===== config.mk =====
export PLATFORM = sky130hd
export DESIGN_NAME = sdrd_read_sequencer
export DESIGN_NICKNAME = d
export VERILOG_FILES = /design/src/rtl/sdrd_read_sequencer.sv
export SDC_FILE = /design/constraint.sdc
export NUM_CORES = 1
export LEC_CHECK = 0
export BUFFER_PORTS_ARGS = -buffer_cell sky130_fd_sc_hd__buf_2
export CAP_MARGIN = 20
export CORE_ASPECT_RATIO = 1.2
export CORE_MARGIN = 1.5
export CORE_UTILIZATION = 50
export DETAILED_ROUTE_END_ITERATION = 10
export GPL_ROUTABILITY_DRIVEN = 0
export GPL_TIMING_DRIVEN = 0
export MAX_ROUTING_LAYER = met4
export PLACE_DENSITY = 0.76
export SYNTH_ARGS = -nofsm -noshare
export SYNTH_HDL_FRONTEND = slang
export SYNTH_SLANG_ARGS = --single-unit

===== constraint.sdc =====
create_clock -name clk -period 2.8 [get_ports clk]
set_input_delay 0.28 -clock clk [delete_from_list [all_inputs] [get_ports clk]]
set_output_delay 0.28 -clock clk [all_outputs]
set_load 0.02 [all_outputs]

===== src/rtl/sdrd_read_sequencer.sv =====
// Read sequencer for the 93xx serial-security PAL window.
// Issues a clear strobe, then N read strobes, shifting SDRD into rsp_data.
module sdrd_read_sequencer #(
    parameter int          NBITS = 8,
    parameter int          SETUP = 2,
    parameter logic [1:0]  WIN   = 2'b01,
    localparam int         LW    = $clog2(NBITS + 1)
) (
    input  logic             clk,
    input  logic             rst_n,
    input  logic             req_valid,
    output logic             req_ready,
    input  logic [3:0]       req_nib,
    input  logic [LW-1:0]    req_len,
    input  logic             abort,
    output logic             rsp_valid,
    input  logic             rsp_ready,
    output logic [NBITS-1:0] rsp_data,
    output logic             rsp_aborted,
    output logic [1:0]       ba_hi,
    output logic [3:0]       ba_nib,
    output logic             br_w,
    output logic             sser_n,
    output logic             pal_clk,
    input  logic             sdrd
);

    typedef enum logic [2:0] {
        IDLE, CLR_SET, CLR_STB, RD_SET, RD_STB, RD_SMP, DONE
    } state_t;

    localparam logic [3:0]    SET_LD = 4'(SETUP - 1);
    localparam logic [LW-1:0] LEN_MX = LW'(NBITS);

    state_t             state_q, state_d;
    logic [3:0]         cnt_q, cnt_d;
    logic [LW-1:0]      rem_q, rem_d;
    logic [3:0]         nib_q, nib_d;
    logic [NBITS-1:0]   data_q, data_d;
    logic               abrt_q, abrt_d;
    logic               take_abort;

    always_ff @(posedge clk or negedge rst_n) begin
        if (!rst_n) begin
            state_q <= IDLE;
            cnt_q   <= '0;
            rem_q   <= '0;
            nib_q   <= '0;
            data_q  <= '0;
            abrt_q  <= 1'b0;
        end else begin
            state_q <= state_d;
            cnt_q   <= cnt_d;
            rem_q   <= rem_d;
            nib_q   <= nib_d;
            data_q  <= data_d;
            abrt_q  <= abrt_d;
        end
    end

    // Once an abort is latched, further abort pulses are ignored so the
    // recovery clear phase always runs to completion.
    assign take_abort = abort & ~abrt_q;

    always_comb begin
        state_d   = state_q;
        cnt_d     = cnt_q;
        rem_d     = rem_q;
        nib_d     = nib_q;
        data_d    = data_q;
        abrt_d    = abrt_q;
        req_ready = 1'b0;
        rsp_valid = 1'b0;
        ba_hi     = 2'b00;
        ba_nib    = 4'h0;
        br_w      = 1'b1;
        sser_n    = 1'b1;
        pal_clk   = 1'b0;
        unique case (state_q)
            IDLE: begin
                req_ready = 1'b1;
                if (req_valid) begin
                    nib_d   = req_nib;
                    rem_d   = (req_len > LEN_MX) ? LEN_MX : req_len;
                    data_d  = '0;
                    abrt_d  = 1'b0;
                    cnt_d   = SET_LD;
                    state_d = CLR_SET;
                end
            end
            CLR_SET: begin
                ba_hi  = WIN;
                br_w   = 1'b0;
                sser_n = 1'b0;
                if (take_abort) begin
                    abrt_d = 1'b1;
                    cnt_d  = SET_LD;
                end else if (cnt_q == 4'd0) begin
                    state_d = CLR_STB;
                end else begin
                    cnt_d = cnt_q - 4'd1;
                end
            end
            CLR_STB: begin
                ba_hi   = WIN;
                br_w    = 1'b0;
                sser_n  = 1'b0;
                pal_clk = 1'b1;
                cnt_d   = SET_LD;
                if (take_abort) begin
                    abrt_d  = 1'b1;
                    state_d = CLR_SET;
                end else if (abrt_q || rem_q == '0) begin
                    state_d = DONE;
                end else begin
                    state_d = RD_SET;
                end
            end
            RD_SET: begin
                ba_hi  = WIN;
                ba_nib = nib_q;
                sser_n = 1'b0;
                if (take_abort) begin
                    abrt_d  = 1'b1;
                    cnt_d   = SET_LD;
                    state_d = CLR_SET;
                end else if (cnt_q == 4'd0) begin
                    state_d = RD_STB;
                end else begin
                    cnt_d = cnt_q - 4'd1;
                end
            end
            RD_STB: begin
                ba_hi   = WIN;
                ba_nib  = nib_q;
                sser_n  = 1'b0;
                pal_clk = 1'b1;
                cnt_d   = SET_LD;
                state_d = RD_SMP;
                if (take_abort) begin
                    abrt_d = 1'b1;
                end
            end
            RD_SMP: begin
                ba_hi  = WIN;
                ba_nib = nib_q;
                sser_n = 1'b0;
                if (take_abort) begin
                    abrt_d  = 1'b1;
                    cnt_d   = SET_LD;
                    state_d = CLR_SET;
                end else if (cnt_q == 4'd0) begin
                    data_d = {data_q[NBITS-2:0], sdrd};
                    rem_d  = rem_q - LW'(1);
                    cnt_d  = SET_LD;
                    if (abrt_q) begin
                        state_d = CLR_SET;
                    end else if (rem_q == LW'(1)) begin
                        state_d = DONE;
                    end else begin
                        state_d = RD_SET;
                    end
                end else begin
                    cnt_d = cnt_q - 4'd1;
                end
            end
            DONE: begin
                rsp_valid = 1'b1;
                if (rsp_ready) begin
                    state_d = IDLE;
                end
            end
            default: state_d = IDLE;
        endcase
    end

    assign rsp_data    = data_q;
    assign rsp_aborted = abrt_q;

endmodule

# Word level (Yosys, flattened, before mapping)
# Index checks and enable logic that the tools add are counted.
[totals] word_cells=83 out_inout_bits=20 ff_bits=24 input_bits=14
[op_classes] n_addsub=2 muxes=38 n_bitwise=2 reduce_logical=17 order_cmp=1 n_eq_ne=17
[ops] operator="two-way mux 4 bit" n=10
[ops] operator="two-way mux 3 bit" n=12
[ops] operator="two-way mux 8 bit" n=3
[ops] operator="case mux 3 bit (7 select lines)" n=1
[ops] operator="case mux 4 bit (4 select lines)" n=1
[ops] operator="case mux 8 bit (2 select lines)" n=1
[ops] operator="inequality test 2 bit, second input constant" n=6
[ops] operator="== test 3 bit, second input constant" n=3
[ops] operator="inequality test 3 bit, second input constant" n=3
[ops] operator="logical NOT 4 bit" n=2
[ops] operator="two-way mux 1 bit" n=8
[ops] operator="case mux 4 bit (2 select lines)" n=1
[ops] operator="subtractor 4 x 1 -> 4 bit, second input constant" n=2
[ops] operator="== test 3 x 2 -> 1 bit, second input constant" n=2
[ops] operator="AND reduction 3 bit" n=2
[ops] operator="AND reduction 6 bit" n=1
[ops] operator="OR reduction 2 bit" n=3
[ops] operator="OR reduction 5 bit" n=1
[ops] operator="== test 4 x 1 -> 1 bit, second input constant" n=1
[ops] operator="> comparator 4 bit, second input constant" n=1
[ops] operator="AND reduction 4 bit" n=1
[ops] operator="nonzero test 2 bit" n=2
[ops] operator="nonzero test 4 bit" n=1
[ops] operator="== test 3 x 1 -> 1 bit, second input constant" n=1
[ops] operator="other kinds (8)" n=8

# Longest topological paths before layout
# Gate-level depths: netlist of the first run.
[depth] word_depth=6 ltp_mapped=7 ltp_nobuf=6

# Worst setup path after synthesis of the first run
# OpenSTA, ideal clock, no wires.
[synth_timing] path_type="reg2out" from="reg state_q[2]" to="out ba_hi[0]" arrival_ps=1687 setup_slack_ps=833 required_time_ps=2520 stages_incl_launch_ff=6 path_buffers=2 path_cell_list="dfrtp_1 buf_2 nor3_1 nand2b_1 inv_1 buf_4"
[synth_between] elab_chain_cells=3 word_cells_on_any_way=7 cone_classes="eq/ne (5); mux (1); reduce/logical (1)"
[synth_lines] item="start, declared" line_no="35" rtl="state_t state_q, state_d;"
[synth_lines] item="start signal, assigned" line_no="52" rtl="state_q <= state_d;"
[synth_lines] item="== test 3 bit (tied with other cells)" line_no="79" rtl="unique case (state_q)"
[synth_lines] item="OR reduction 5 bit (no source line) (*)"
[synth_lines] item="two-way mux 1 bit (*)" line_no="79"
[synth_lines] item="end, declared" line_no="20" rtl="output logic [1:0] ba_hi,"
# Every way passes the cells marked *; elsewhere a longest branch is shown, timed or not.

# Worst setup path in the final report of the first run
[layout_timing] from="reg state_q[1]" to="out ba_nib[2]"
[layout_between] elab_chain_cells=3 word_cells_on_any_way=5 cone_classes="eq/ne (3); mux (1); reduce/logical (1)"
[layout_lines] item="== test 3 bit or == test 3 x 2 -> 1 bit (tied branches)" line_no="79"
[layout_lines] item="OR reduction 3 bit (no source line) (*)"
[layout_lines] item="two-way mux 4 bit (*)" line_no="79"
[layout_lines] item="end, declared" line_no="21" rtl="output logic [3:0] ba_nib,"
# Marked as above.

==> run_results.csv, run 1 <==
group,metric,value,unit
power,irDropWorstVdd,587.0,uV
power,sequentialPowerShare,31.9,%
place,post-place-cells,230,
die,fp-row-count,21,
min_path,hold_path.class,"in -> reg",
place,port_buffers,32,
timing,timing.final.setup_violations,0,
global_routing,antenna_found_initial,0,
cells_and_area,non_filler_cells_in_the_finished_layout,235,
yosys,post_synth_and_or_nand_nor_area_fraction,22.10,%
clock_tree,clkSlewWorstSetupHoldPaths,0.13,ns
die,initial_utilization,53.36,%
timing,hold_viol_final,0,
critical_path,critPathArrivalTime,2.16,ns
critical_path,timing.critical_path.cells,"clkbuf_1, nand2_1, o21ai_0, and2_1, buf_2",
yosys,synth_warnings,0,
die,placeableCoreArea,0.002811,mm^2
timing,tightest_pin_transition,0.5520,ns
critical_path,timing.critical_path.fanout_max,10,
yosys,synth-main-ff-cell,"sky130_fd_sc_hd__dfrtp_1",
timing,final_max_slew_viol_count,0,
detailed_routing,route.final.wire_length,3404,um
yosys,compound_gate_fraction_of_synth_area,23.44,%
critical_path,cp_data_required_time,2.52,ns
yosys,mappedNetlistArea,0.001500,mm^2
global_routing,globalRouteTotalUtil,23.81,%
detailed_routing,initialDrtViolationCount,54,
critical_path,cp_num_buf_inv,2,
power,power_switching_share,43.56,%
die,io_pins,34,
detailed_routing,route.detailed.drc,0,
yosys,synth.area.mux_share,3.670,%
clock_tree,cts_hold_buffers,1,
clock_tree,post_cts_resize_count,0,
global_routing,grt_start_max_net_pins,25,
detailed_routing,average_via_count_per_standard_cell,5.762,
cells_and_area,area.growth.synth_to_final,17.68,%
detailed_routing,vias,1354,
critical_path,critPathKind,"reg -> out",
power,power.density_cell_area,1011,mW/mm^2
global_routing,globalRoute.totalOverflow,0,
cells_and_area,fin_nets,220,
detailed_routing,dr.pass1.iters,4,
place,dpl.hpwl,2534,um
clock_tree,clk-insertion-delay-late,0.31,ns
yosys,ys_types,45,
power,share_comb_of_total_power,54.2,%
power,internal_power,1.008,mW
die,chipHeight,63.01,um
clock_tree,clock-sinks,24,
yosys,post_synth_fa_ha_maj_area_fraction,3.336,%
yosys,syn_avg_cell_area,9.147,um^2
cells_and_area,antenna_cells_inserted,0,
timing,tns,0,ns
clock_tree,cts_tree,"done",
cells_and_area,layout_cells_sized_above_1,26.37,%
yosys,synth.net_count,182,
timing,share_of_the_clock_period_used_by_the_worst_path,87.23,%
critical_path,critical_path.max_stage_delay,0.48,ns
power,netSwitchingPower,0.7777,mW
timing,grt_setup_unrepaired,"no",
detailed_routing,wire_per_inst,14.49,um
clock_tree,postCtsSetupRepairBufs,0,
yosys,synth-edff-count,0,
yosys,post_synth_xor_area_fraction,0.5838,%
yosys,synth_async_sr_flop_share,100.0,%
timing,fmax,409.4,MHz
yosys,ys_seq_elements,24,
power,leakage,0.8248,nW
clock_tree,cts_made_buffers,3,
global_routing,vias_in_the_first_global_route,1324,
clock_tree,clockRootBuffer,"sky130_fd_sc_hd__clkbuf_4",
global_routing,grt_first_pass_wirelength,5899,um
yosys,synth_top_family_by_area,"compound AO/OA/AOI/OAI gates",
die,floorplan.die_area,0.003340,mm^2
clock_tree,cts-root-to-sink-buffers,2,
timing,finalCriticalPeriod,2.442,ns
power,portion_of_total_power_attributed_to_the_clock_network,13.9,%
timing,skew,0.001013,ns
detailed_routing,drt.antenna.violating_nets,0,
critical_path,slowest_stage,"sky130_fd_sc_hd__dfrtp_1",
critical_path,timing.critical_path.from_type,"flop",
die,floorplan_die_width,53.01,um
flow_run,max-cap-violations,0,
yosys,synth_sequential_area_ratio,40.03,%
critical_path,critPathTopFamily,"buffers and inverters",
timing,timing.slew.headroom,63.20,%
clock_tree,h_tree_lvls,1,
status,run_status,"finished, final reports clean",
yosys,netlist_instances,164,
critical_path,endpoint_kind,"primary output",
-- layout make-up --
type | count | area (um^2)
inverter | 7 | 26.28
clock buffer | 3 | 22.52
clock inverter | 1 | 30.03
tap | 34 | 42.54
buffer | 12 | 72.57
fill | 246 | 1046
sequential | 24 | 600.6
multi-input combinational | 121 | 800.8
timing repair buffer | 33 | 170.2
-- state kept, by name (all words and copies together), names as in the netlist --
signal / cells
state_q: 3
rem_q: 4
cnt_q: 4
rsp_data: 8
rsp_aborted: 1
nib_q: 4
-- power groups by stage --
stage / combinational [mW] / sequential [mW] / clock, mW
3_3_place_gp: 0.937 / 0.569 / 0
3_5_place_dp: 0.963 / 0.577 / 0
2_1_floorplan: 0.721 / 0.563 / 0
5_1_grt: 1.08 / 0.595 / 0.272
4_1_cts: 0.968 / 0.570 / 0.254
6_report: 0.967 / 0.570 / 0.248
-- Yosys cell counts, drive strengths merged, types with 2 or more instances --
cell / number / area (um^2)
a211o: 4 / 35.03
a21oi: 6 / 30.03
a31oi: 4 / 25.02
and2: 5 / 31.28
buf: 8 / 57.55
clkbuf: 4 / 15.01
dfrtp: 24 / 600.6
ha: 4 / 50.05
inv: 7 / 26.28
mux2: 4 / 45.04
nand2: 14 / 52.55
nand2b: 4 / 25.02
nand3: 2 / 10.01
nand3b: 2 / 15.01
nor2: 7 / 26.28
nor3: 6 / 30.03
nor3b: 6 / 56.31
o21ai: 27 / 135.1
o22a: 2 / 17.52
o2bb2ai: 2 / 17.52
or3: 2 / 12.51
-- cells by family after synthesis --
kind of cell               count (synthesis)
DFF                                       24
other                                      1
buffers and inverters                     19
muxes                                      5
AOI/OAI and AO/OA                         53
xor gates and xnor gates                   1
adders and majority gates                  4
and+or+nand+nor                           57
-- layout by cell type (no fill, tap or decap), types with 2 or more instances in the layout --
| master | netlist | routed |
|---|---|---|
| sky130_fd_sc_hd__a211o_1 | 4 | 4 |
| sky130_fd_sc_hd__a21oi_1 | 6 | 6 |
| sky130_fd_sc_hd__a31oi_1 | 4 | 4 |
| sky130_fd_sc_hd__and2_1 | 5 | 5 |
| sky130_fd_sc_hd__buf_2 | 4 | 36 |
| sky130_fd_sc_hd__buf_4 | 2 | 2 |
| sky130_fd_sc_hd__buf_6 | 2 | 2 |
| sky130_fd_sc_hd__clkbuf_1 | 4 | 4 |
| sky130_fd_sc_hd__clkbuf_4 | 0 | 3 |
| sky130_fd_sc_hd__dfrtp_1 | 24 | 24 |
| sky130_fd_sc_hd__ha_1 | 4 | 4 |
| sky130_fd_sc_hd__inv_1 | 7 | 7 |
| sky130_fd_sc_hd__mux2_2 | 4 | 4 |
| sky130_fd_sc_hd__nand2_1 | 14 | 14 |
| sky130_fd_sc_hd__nand2b_1 | 4 | 4 |
| sky130_fd_sc_hd__nand3_1 | 2 | 2 |
| sky130_fd_sc_hd__nand3b_1 | 2 | 2 |
| sky130_fd_sc_hd__nor2_1 | 7 | 7 |
| sky130_fd_sc_hd__nor3_1 | 6 | 6 |
| sky130_fd_sc_hd__nor3b_1 | 5 | 5 |
| sky130_fd_sc_hd__o21ai_0 | 15 | 15 |
| sky130_fd_sc_hd__o21ai_1 | 12 | 12 |
| sky130_fd_sc_hd__o22a_1 | 2 | 2 |
| sky130_fd_sc_hd__o2bb2ai_1 | 2 | 2 |
| sky130_fd_sc_hd__or3_1 | 2 | 2 |
-- through the flow --
step                hold slack, ns  util [%]  area [um^2]  total power, mW  setup WS (ns)
floorplan                 -0.01559         -         1500            1.285         0.8327
global placement            0.2944     60.57         1703            1.506         0.8179
detailed placement          0.2947     60.57         1703            1.540         0.7811
CTS                         0.1836     62.79         1765            1.792         0.4032
global route                0.1721     62.79         1765            1.945         0.2100
finish                      0.1841     62.79         1765            1.786         0.3577
-- final timing paths --
check | slack, ns | start | cells past startpoint | endpoint
max reg2reg | 0.95 | cnt_q[0] | 7 | rem_q[0]
max | 0.36 | state_q[1] | 5 | ba_nib[2]
min in group asynchronous | 0.47 | rst_n | 2 | rsp_aborted
max in group asynchronous | 1.97 | rst_n | 2 | nib_q[2]
min | 0.18 | sdrd | 3 | rsp_data[0]
min reg2reg | 0.52 | nib_q[3] | 1 | nib_q[3]
-- layer usage --
layer  vias up  routed length [um]  global-route usage, %
met1       645                1457                  31.27
met3         6                 154                  3.110
met5         -                   0                      -
met2        42                1724                  37.19
li1        661                   -                      -
met4         0                  67                  8.654
-- worst reg2reg max path, delay by kind of cell (launching register included) --
family	cells	cell delay (ns)
buffers and inverters	2	0.23
AOI/OAI and AO/OA	2	0.37
adders and majority gates	1	0.17
DFF	1	0.42
and+or+nand+nor	2	0.57
No activity file was read; power rests on OpenSTA's default activity.
==> inputs of run 2 (changes only) <==
ABC_AREA = 1   (was not set)
PLACE_DENSITY = 0.75   (was 0.76)
==> run 2 against run 1 <==
  * Critical path type unchanged
  * Clock skew grew 0.0063 ns
  * Die area grew 5.6%
  * Critical endpoint is now ba_hi[0]
  * Sequential share of layout area shrank 1.7 points
==> run_results.csv, run 2 <==
group,metric,value,unit
critical_path,timing.critical_path.from_type,"flop",
clock_tree,h_tree_lvls,1,
clock_tree,clockRootBuffer,"sky130_fd_sc_hd__clkbuf_4",
die,placeableCoreArea,0.003055,mm^2
yosys,ys_types,21,
global_routing,grt_start_max_net_pins,25,
yosys,synth_warnings,0,
die,initial_utilization,52.01,%
timing,skew,0.007297,ns
timing,final_max_slew_viol_count,0,
yosys,post_synth_and_or_nand_nor_area_fraction,39.76,%
global_routing,globalRoute.totalOverflow,0,
cells_and_area,antenna_cells_inserted,0,
critical_path,critPathKind,"reg -> out",
global_routing,globalRouteTotalUtil,21.81,%
power,portion_of_total_power_attributed_to_the_clock_network,13.3,%
min_path,hp-start,"req_nib[3]",
power,leakage,1.074,nW
power,internal_power,0.9817,mW
detailed_routing,wire_per_inst,10.42,um
detailed_routing,dr.pass1.iters,5,
place,post-place-cells,308,
timing,share_of_the_clock_period_used_by_the_worst_path,71.84,%
yosys,syn_avg_cell_area,6.621,um^2
critical_path,critical_path.max_stage_delay,0.38,ns
global_routing,antenna_found_initial,0,
critical_path,slowest_stage,"sky130_fd_sc_hd__dfrtp_1",
critical_path,critPathArrivalTime,1.73,ns
die,chipHeight,64.76,um
yosys,mappedNetlistArea,0.001589,mm^2
global_routing,globalRoute.busiestLayer,"met2",
cells_and_area,area.growth.synth_to_final,16.85,%
power,irDropWorstVdd,591.1,uV
place,port_buffers,32,
critical_path,endpoint_kind,"primary output",
yosys,compound_gate_fraction_of_synth_area,5.276,%
clock_tree,post_cts_resize_count,0,
clock_tree,clkSlewWorstSetupHoldPaths,0.14,ns
critical_path,timing.critical_path.fanout_max,10,
power,share_comb_of_total_power,60.1,%
detailed_routing,initialDrtViolationCount,48,
cells_and_area,non_filler_cells_in_the_finished_layout,313,
cells_and_area,multiInputGateArea,787.0,um^2
clock_tree,clock-sinks,24,
cells_and_area,largest_register_ffs,8,
timing,tightest_pin_transition,0.5394,ns
die,floorplan.die_area,0.003527,mm^2
detailed_routing,route.final.wire_length,3263,um
die,floorplan_die_width,54.46,um
power,power.density_cell_area,1025,mW/mm^2
yosys,synth_largest_area_cell,"sky130_fd_sc_hd__dfrtp_1",
clock_tree,cts_tree,"done",
power,report.power.total,1.903,mW
critical_path,cp_data_required_time,2.52,ns
timing,hold_slack_final,0.1669,ns
power,sequentialPowerShare,26.6,%
critical_path,r2r_end,"rsp_data[4]",
place,place_ws,1.169,ns
cells_and_area,final-seq-area,600.6,um^2
yosys,synth.area.mux_share,0,%
yosys,top_cells_by_area_in_the_synthesized_netlist,"sky130_fd_sc_hd__dfrtp_1 (38%), sky130_fd_sc_hd__nand2_1 (20%), sky130_fd_sc_hd__inv_1 (7.8%)",
clock_tree,cts-root-to-sink-buffers,2,
timing,hold_viol_final,0,
cells_and_area,finish.instance_area,0.001857,mm^2
yosys,synth-edff-count,0,
power,power_switching_share,48.42,%
cells_and_area,most-common-layout-cells,"sky130_fd_sc_hd__nand2_1 (86), sky130_fd_sc_hd__inv_1 (33), sky130_fd_sc_hd__nor2_1 (33)",
status,run_status,"finished, final reports clean",
flow_run,max-cap-violations,0,
timing,post-route-worst-setup-slack,0.7886,ns
min_path,min_path_cells,3,
timing,finalCriticalPeriod,2.011,ns
critical_path,ff2ff_path_depth,9,
cells_and_area,share_of_the_core_filled_with_cells,60.77,%
detailed_routing,average_via_count_per_standard_cell,4.741,
power,netSwitchingPower,0.9214,mW
critical_path,timing.critical_path.cells,"buf_4, inv_1, nand2_1, nor2_1, a21oi_1, inv_1, buf_4, buf_2",
yosys,post_synth_xor_area_fraction,1.102,%
cells_and_area,filler_cell_count,302,
yosys,netlist_instances,240,
timing,grt_setup_unrepaired,"no",
yosys,synth_top_area_share,37.80,%
yosys,synth_async_sr_flop_share,100.0,%
yosys,synth.net_count,258,
critical_path,r2r_setup_slack,1.29,ns
die,fp-row-count,22,
timing,timing.final.setup_violations,0,
timing,tns,0,ns
global_routing,vias_in_the_first_global_route,1335,
min_path,hold_path.class,"in -> reg",
yosys,synth-main-ff-cell,"sky130_fd_sc_hd__dfrtp_1",
critical_path,critical_path.reg2reg.startpoint,"cnt_q[0]",
yosys,most_frequently_used_cell_type_in_the_post_synthesis_netlist,"sky130_fd_sc_hd__nand2_1",
clock_tree,cts_made_buffers,3,
yosys,synth_sequential_area_ratio,37.80,%
yosys,post_synth_most_frequent_cells,"sky130_fd_sc_hd__nand2_1 (86), sky130_fd_sc_hd__inv_1 (33), sky130_fd_sc_hd__nor2_1 (33)",
yosys,post_synth_fa_ha_maj_area_fraction,3.150,%
place,dpl.hpwl,2486,um
detailed_routing,vias,1484,
timing,timing.slew.headroom,64.04,%
place,placed_area,0.001794,mm^2
timing,fmax,497.2,MHz
cells_and_area,layout_cells_sized_above_1,19.86,%
cells_and_area,fin_nets,296,
yosys,ys_seq_elements,24,
min_path,worst_hold_path.endpoint,"nib_q[3]",
clock_tree,clk-insertion-delay-late,0.33,ns
global_routing,gr_util_met1,27.19,%
global_routing,grt_first_pass_wirelength,5568,um
cells_and_area,layout_commonest_cell,"sky130_fd_sc_hd__nand2_1",
die,io_pins,34,
global_routing,globalRouteMet2Util,35.24,%
detailed_routing,route.detailed.drc,0,
global_routing,grt_util_met3,2.074,%
detailed_routing,drt.antenna.violating_nets,0,
yosys,synth_top_family_by_area,"simple AND/OR/NAND/NOR gates",
[run 2: cells by family (layout without fill, tap and decap cells)]
logic type,after synthesis,in the layout
compound gates,16,16
other cells,1,1
simple gates,149,149
xor+xnor,2,2
flops,24,24
buf+inv,44,81
fa+ha+maj,4,4
[run 2: metal layers]
| metal | part of all wire [%] | wire [um] |
|---|---|---|
| met2 | 48 | 1572 |
| met4 | 2.1 | 67 |
| met5 | 0 | 0 |
| met1 | 46 | 1509 |
| met3 | 3.5 | 113 |
[run 2: power groups by stage]
stage / sequential [mW] / clock (mW) / combinational [mW]
finish: 0.506 / 0.254 / 1.14
CTS: 0.506 / 0.265 / 1.15
global placement: 0.511 / 0 / 1.12
detailed placement: 0.514 / 0 / 1.14
global route: 0.520 / 0.273 / 1.31
floorplan: 0.516 / 0 / 0.876
[run 2: worst max-delay path by stage]
stage / depth (start not counted) / from / endpoint / slack (ns)
2_1_floorplan: 7 / state_q[0] / ba_hi[0] / 1.20
3_3_place_gp: 8 / state_q[0] / ba_hi[0] / 1.18
3_5_place_dp: 8 / state_q[0] / ba_hi[0] / 1.17
4_1_cts: 8 / state_q[0] / ba_hi[0] / 0.78
5_1_grt: 8 / state_q[0] / ba_hi[0] / 0.63
6_report: 8 / state_q[0] / ba_hi[0] / 0.79
[run 2: timing repair]
item | 4_1_cts | 5_1_grt
endpoints found under the hold margin | 24 | 0
endpoints found under the setup margin | 0 | 0
hold buffers | 1 | 0
setup buffers | 0 | 0
[run 2: final cells by class]
cell class                 count  area share [%]
buffer                         8           3.437
clock inverter                 1           1.617
multi-input combinational    172           42.39
clock buffer                   3           1.213
tap                           36           2.426
timing repair buffer          33           9.164
inverter                      36           7.412
sequential                    24           32.35
[run 2: critical path, delay by kind of cell (launching register included)]
kind,cells,cell delay [ns]
AOI/OAI and AO/OA,1,0.11
buffers and inverters,5,0.59
DFF,1,0.38
and+or+nand+nor,2,0.32
